==> src/rtl/bin2seg_seq.sv <==
// Sequential binary-to-7-segment driver: iterative double-dabble (one bit per cycle), then formatting
// with signed mode, leading-zero blanking, decimal points and overflow dashes.
module bin2seg_seq #(
    parameter int N_DIGITS = 4,
    parameter int W_IN     = 14,
    parameter int SIGNED   = 0
) (
    input  logic                  i_CLK,
    input  logic                  i_RST_n,
    input  logic                  i_start,
    input  logic [W_IN-1:0]       i_value,
    input  logic [N_DIGITS-1:0]   i_DP,
    input  logic                  i_blank_lz,
    output logic                  o_busy,
    output logic                  o_done,
    output logic                  o_ovf,
    output logic [8*N_DIGITS-1:0] o_SEG
);

    localparam int BW = 4 * (N_DIGITS + 1);
    localparam int CW = (W_IN > 1) ? $clog2(W_IN) : 1;

    localparam logic [6:0] GLY_BLANK = 7'b1111111;
    localparam logic [6:0] GLY_DASH  = 7'b0111111;

    typedef enum logic [1:0] {S_IDLE, S_SHIFT, S_FORMAT, S_OUT} state_t;

    state_t                  r_state, w_next;
    logic [CW-1:0]           r_cnt;
    logic [W_IN-1:0]         r_mag;
    logic [BW-1:0]           r_bcd;
    logic                    r_lost;
    logic                    r_neg;
    logic [N_DIGITS-1:0]     r_dp;
    logic                    r_blz;
    logic [8*N_DIGITS-1:0]   r_fmt;
    logic                    r_fmt_ovf;
    logic [8*N_DIGITS-1:0]   r_seg;
    logic                    r_ovf;
    logic                    r_done;

    logic                    w_neg_in;
    logic [W_IN-1:0]         w_mag_in;
    logic [BW-1:0]           w_bcd_adj;
    logic [8*N_DIGITS-1:0]   w_fmt;
    logic                    w_ovf;

    function automatic logic [6:0] f_glyph(input logic [3:0] n);
        case (n)
            4'd0:    f_glyph = 7'b1000000;
            4'd1:    f_glyph = 7'b1111001;
            4'd2:    f_glyph = 7'b0100100;
            4'd3:    f_glyph = 7'b0110000;
            4'd4:    f_glyph = 7'b0011001;
            4'd5:    f_glyph = 7'b0010010;
            4'd6:    f_glyph = 7'b0000010;
            4'd7:    f_glyph = 7'b1111000;
            4'd8:    f_glyph = 7'b0000000;
            4'd9:    f_glyph = 7'b0010000;
            default: f_glyph = GLY_BLANK;
        endcase
    endfunction

    // Negating in W_IN bits maps -2^(W_IN-1) onto itself, which reads correctly as an unsigned magnitude.
    assign w_neg_in = (SIGNED != 0) && i_value[W_IN-1];
    assign w_mag_in = w_neg_in ? (~i_value + W_IN'(1)) : i_value;

    always_comb begin
        w_bcd_adj = r_bcd;
        for (int n = 0; n < N_DIGITS + 1; n++) begin
            if (r_bcd[4*n +: 4] >= 4'd5)
                w_bcd_adj[4*n +: 4] = r_bcd[4*n +: 4] + 4'd3;
        end
    end

    // Overflow: guard digit or bits lost off the top, or a negative value filling every digit.
    always_comb begin : fmt
        int         msnz;
        int         hdp;
        int         top;
        int         mpos;
        logic [6:0] g;
        w_ovf = r_lost | (r_bcd[BW-1 -: 4] != 4'd0) |
                (r_neg & (r_bcd[4*(N_DIGITS-1) +: 4] != 4'd0));
        msnz  = 0;
        hdp   = 0;
        g     = GLY_BLANK;
        for (int d = 0; d < N_DIGITS; d++) begin
            if (r_bcd[4*d +: 4] != 4'd0) msnz = d;
            if (r_dp[d])                 hdp  = d;
        end
        top  = r_blz ? ((msnz > hdp) ? msnz : hdp) : N_DIGITS - 1;
        mpos = (top < N_DIGITS - 1) ? top + 1 : N_DIGITS - 1;
        w_fmt = '1;
        for (int d = 0; d < N_DIGITS; d++) begin
            g = (d > top) ? GLY_BLANK : f_glyph(r_bcd[4*d +: 4]);
            if (r_neg && d == mpos) g = GLY_DASH;
            if (w_ovf)              g = GLY_DASH;
            w_fmt[8*d +: 8] = {~r_dp[d], g};
        end
    end

    always_comb begin
        w_next = r_state;
        case (r_state)
            S_IDLE:   if (i_start) w_next = S_SHIFT;
            S_SHIFT:  if (r_cnt == CW'(W_IN - 1)) w_next = S_FORMAT;
            S_FORMAT: w_next = S_OUT;
            S_OUT:    w_next = S_IDLE;
            default:  w_next = S_IDLE;
        endcase
    end

    always_ff @(posedge i_CLK or negedge i_RST_n) begin
        if (!i_RST_n) r_state <= S_IDLE;
        else          r_state <= w_next;
    end

    always_ff @(posedge i_CLK or negedge i_RST_n) begin
        if (!i_RST_n) begin
            r_cnt     <= '0;
            r_mag     <= '0;
            r_bcd     <= '0;
            r_lost    <= 1'b0;
            r_neg     <= 1'b0;
            r_dp      <= '0;
            r_blz     <= 1'b0;
            r_fmt     <= '1;
            r_fmt_ovf <= 1'b0;
            r_seg     <= '1;
            r_ovf     <= 1'b0;
            r_done    <= 1'b0;
        end else begin
            r_done <= 1'b0;
            case (r_state)
                S_IDLE: begin
                    if (i_start) begin
                        r_mag  <= w_mag_in;
                        r_neg  <= w_neg_in;
                        r_dp   <= i_DP;
                        r_blz  <= i_blank_lz;
                        r_bcd  <= '0;
                        r_lost <= 1'b0;
                        r_cnt  <= '0;
                    end
                end
                S_SHIFT: begin
                    r_bcd  <= {w_bcd_adj[BW-2:0], r_mag[W_IN-1]};
                    r_mag  <= r_mag << 1;
                    r_lost <= r_lost | w_bcd_adj[BW-1];
                    r_cnt  <= r_cnt + CW'(1);
                end
                S_FORMAT: begin
                    r_fmt     <= w_fmt;
                    r_fmt_ovf <= w_ovf;
                end
                S_OUT: begin
                    r_seg  <= r_fmt;
                    r_ovf  <= r_fmt_ovf;
                    r_done <= 1'b1;
                end
                default: ;
            endcase
        end
    end

    assign o_busy = (r_state != S_IDLE);
    assign o_done = r_done;
    assign o_ovf  = r_ovf;
    assign o_SEG  = r_seg;

endmodule
==> config.mk <==
export PLATFORM = sky130hd
export DESIGN_NAME = bin2seg_seq
export DESIGN_NICKNAME = d
export VERILOG_FILES = /design/src/rtl/bin2seg_seq.sv
export SDC_FILE = /design/constraint.sdc
export NUM_CORES = 1
export LEC_CHECK = 0
export BUFFER_PORTS_ARGS = -buffer_cell sky130_fd_sc_hd__buf_4
export CORE_ASPECT_RATIO = 0.75
export CORE_UTILIZATION = 50
export CTS_BUF_LIST = sky130_fd_sc_hd__clkbuf_8
export DETAILED_ROUTE_END_ITERATION = 8
export HOLD_SLACK_MARGIN = 0.02
export PLACE_DENSITY = 0.69
export SYNTH_ARGS = -nofsm -noshare
export SYNTH_HDL_FRONTEND = slang
export SYNTH_SLANG_ARGS = --single-unit
==> constraint.sdc <==
create_clock -name i_CLK -period 5.7 [get_ports i_CLK]
set_clock_uncertainty 0.2 [all_clocks]
set_input_delay 0.285 -clock i_CLK [delete_from_list [all_inputs] [get_ports i_CLK]]
set_output_delay 0.285 -clock i_CLK [all_outputs]
set_load 0.02 [all_outputs]
==> flow_summary.yaml <==
floorplanning:
  die_width_um: 127
  ios: 57
  initial_utilization: 0.526
  core_area_mm2: 0.0112
  rows: 33
  die_h_um: 96.0
  dieArea_mm2: 0.0122
timing:
  period_needed_ps: 3130
  period_share: 0.548
  rsz0062_at_grt: "no"
  slew_violations: 0
  tightest_slew_ps: 1020
  tns_ps: 0
  relSlewSlack: 0.316
  max_freq_mhz: 320
  setup_ws_ps: 2570
  setup_viol: 0
  hold_viol: 0
clock_network:
  clk_path_buf_depth: 2
  clkTransAtPathRegs_ps: 70
  cts_buffers: 17
  cts.sinks: 113
  post-cts-setup-buffer-count: 0
  clkLatencyLatePin_ps: 430
  tritoncts: "done"
  h-tree-depth: 4
  cts-root-buf: "clkbuf_8"
min_path:
  min_path_cells: 1
  worstHoldPathType: "flip-flop to flip-flop"
global_routing:
  grt_pass1_wl_mm: 20.1
  grt_pass1_vias: 4180
  grt_max_degree: 60
  antenna_found_initial: 0
  grt_usage: 0.215
  overflow: 0
drt:
  dr.pass1.iters: 4
  drcViolationCount: 0
  via_per_inst: 5.40
  drt-total-wl_mm: 12.2
  wl_per_cell_um: 15.5
  drt_iter0_drc: 243
  dr_total_vias: 4246
  antenna_left: 0
synthesis:
  ys_seq_area_frac: 0.494
  synth_nets: 597
  synth_edf_count: 0
  synth-warning-count: 0
  synth_cell_type_count: 49
  ys_seq_elements: 113
  ys.flop_type: "dfstp_2"
  async_flop_share: 1.00
  syn_inst: 543
  syn_area_mm2: 0.00589
  synth.avg_cell_area_um2: 10.8
setup_path:
  r2r.worst_path.cells: 9
  cp_data_arrival_time_ps: 3260
  r2r_slack_ps: 2570
  worstPathRequired_ps: 5840
  crit_path_start_kind: "flip-flop"
  crit_type: "flip-flop to flip-flop"
  worst-path-max-fanout: 6
  endpoint_kind: "flip-flop"
flow_run:
  max_cap_violations: 0
placed_design:
  port_buffers: 56
  dpl.cell_count: 733
  dp_hpwl_mm: 8.01
  dp_slack_ps: 2650
  gp_congestion: 0.847
pwr:
  p_leak_nw: 3.03
  power_density_mw_per_mm2: 570
  ir_drop_mv: 0.250
layout:
  fin_cells: 786
  regArea_mm2: 0.00291
  nNetsFinal: 670
  diodes: 0
  area_growth_pct: 19.7
  fill_cells: 879
  drive_above_1_share: 0.340
  multiInputGateArea_mm2: 0.00273
outcome:
  status: "completed"
[worst paths after layout]
path | startpoint | to
worst max-delay path | r_bcd[12] | r_fmt[8]
worst min-delay path | r_dp[0] | r_fmt[7]
worst max register to register | r_bcd[12] | r_fmt[8]
worst min register to register | r_dp[0] | r_fmt[7]
max in group asynchronous | i_RST_n | r_bcd[7]
min in group asynchronous | i_RST_n | r_dp[3]
[through the flow]
stage | power (mW) | hold slack (ps) | area (µm²) | util
3_3_place_gp | 3.16 | 163 | 6410 | 0.573
6_report | 4.02 | 228 | 7040 | 0.629
3_5_place_dp | 3.22 | 169 | 6410 | 0.573
2_1_floorplan | 2.73 | -211 | 5890 | -
4_1_cts | 4.05 | 229 | 7040 | 0.629
5_1_grt | 4.30 | 245 | 7040 | 0.629
[power breakdown]
part           switching [mW]  leakage [nW]  internal, mW
combinational           0.923          1.50         0.756
sequential              0.228          1.31          1.31
clock                   0.321         0.226         0.479
total                    1.47          3.03          2.55
[cells in the mapped netlist (all sizes together), types with 2 or more instances]
library cell,count,area [µm²]
xnor2,6,52.6
o22ai,22,138
mux2,48,541
nand2b,11,68.8
nand2,39,146
clkbuf,20,75.1
a21oi,36,180
xor2,2,17.5
a22o,8,70.1
o21ai,39,195
nor2b,5,31.3
a211oi,3,47.6
dfrtp,49,1230
a2111oi,2,55.1
o311ai,2,17.5
o22a,6,52.6
buf,8,52.6
and3,2,12.5
a31oi,13,96.3
nand4,2,12.5
a22oi,2,15.0
or3b,2,22.5
nor2,42,158
o31ai,2,15.0
ha,32,400
mux2i,17,170
nand3,4,20.0
nor3,3,15.0
o211ai,4,30.0
inv,32,120
and2,3,18.8
dfstp,64,1680
[cell families after synthesis]
logic type,synth area share
and+or+nand+nor,0.0940
buffers and inverters,0.0421
adders and majority gates,0.0680
AOI/OAI and AO/OA,0.169
DFF,0.494
xor gates and xnor gates,0.0119
muxes,0.121
[routing by layer]
metal	vias to the layer above	part of all wire	track usage
met2	90	0.47	0.348
met1	2072	0.48	0.279
li1	2067	-	-
met5	-	0	0
met4	0	0.012	0.0714
met3	17	0.041	0.0628
[what timing repair did]
action / 4_1_cts / 5_1_grt
hold buffers: 21 / 0
hold endpoints to repair: 25 / 0
resized for setup: 0 / 0
[layout by cell type, fill, tap and decap left out, types with 3 or more instances in the layout]
cell / count
dfstp_2: 64
buf_4: 61
dfrtp_1: 49
mux2_2: 48
nor2_1: 42
nand2_1: 39
o21ai_0: 38
a21oi_1: 36
inv_1: 35
ha_1: 32
o22ai_1: 22
dlygate4sd3_1: 21
clkbuf_8: 18
mux2i_1: 17
a31oi_1: 12
nand2b_1: 11
a22o_1: 8
o22a_1: 6
xnor2_1: 6
nor2b_1: 5
clkinv_2: 5
o211ai_1: 4
nand3_1: 4
bufinv_16: 4
nor3_1: 3
and2_1: 3
[worst max-delay path: stages, from the launching register on]
cell and delay (ps):
dfrtp_1 440, inv_1 170, ha_1 260, or3b_4 420, nor2_1 160, ha_1 300, o21bai_1 390, a2111oi_4 160
a211oi_4 380, a31oi_1 150
[sequential cells by signal, summed over array words and instances (netlist names)]
| name | flops |
|---|---|
| o_ovf | 1 |
| o_SEG | 32 |
| r_bcd | 20 |
| r_state | 2 |
| r_dp | 4 |
| r_fmt_ovf | 1 |
| r_fmt | 32 |
| r_mag | 14 |
| r_lost | 1 |
| o_done | 1 |
| r_cnt | 4 |
| r_blz | 1 |
[layout make-up]
| class | count | area share |
|---|---|---|
| clock inverter | 14 | 0.0245 |
| timing repair buffer | 82 | 0.0949 |
| sequential | 113 | 0.413 |
| multi-input combinational | 370 | 0.388 |
| tap | 157 | 0.0279 |
| inverter | 32 | 0.0171 |
| clock buffer | 18 | 0.0352 |
No activity file was read; power rests on OpenSTA's default activity.
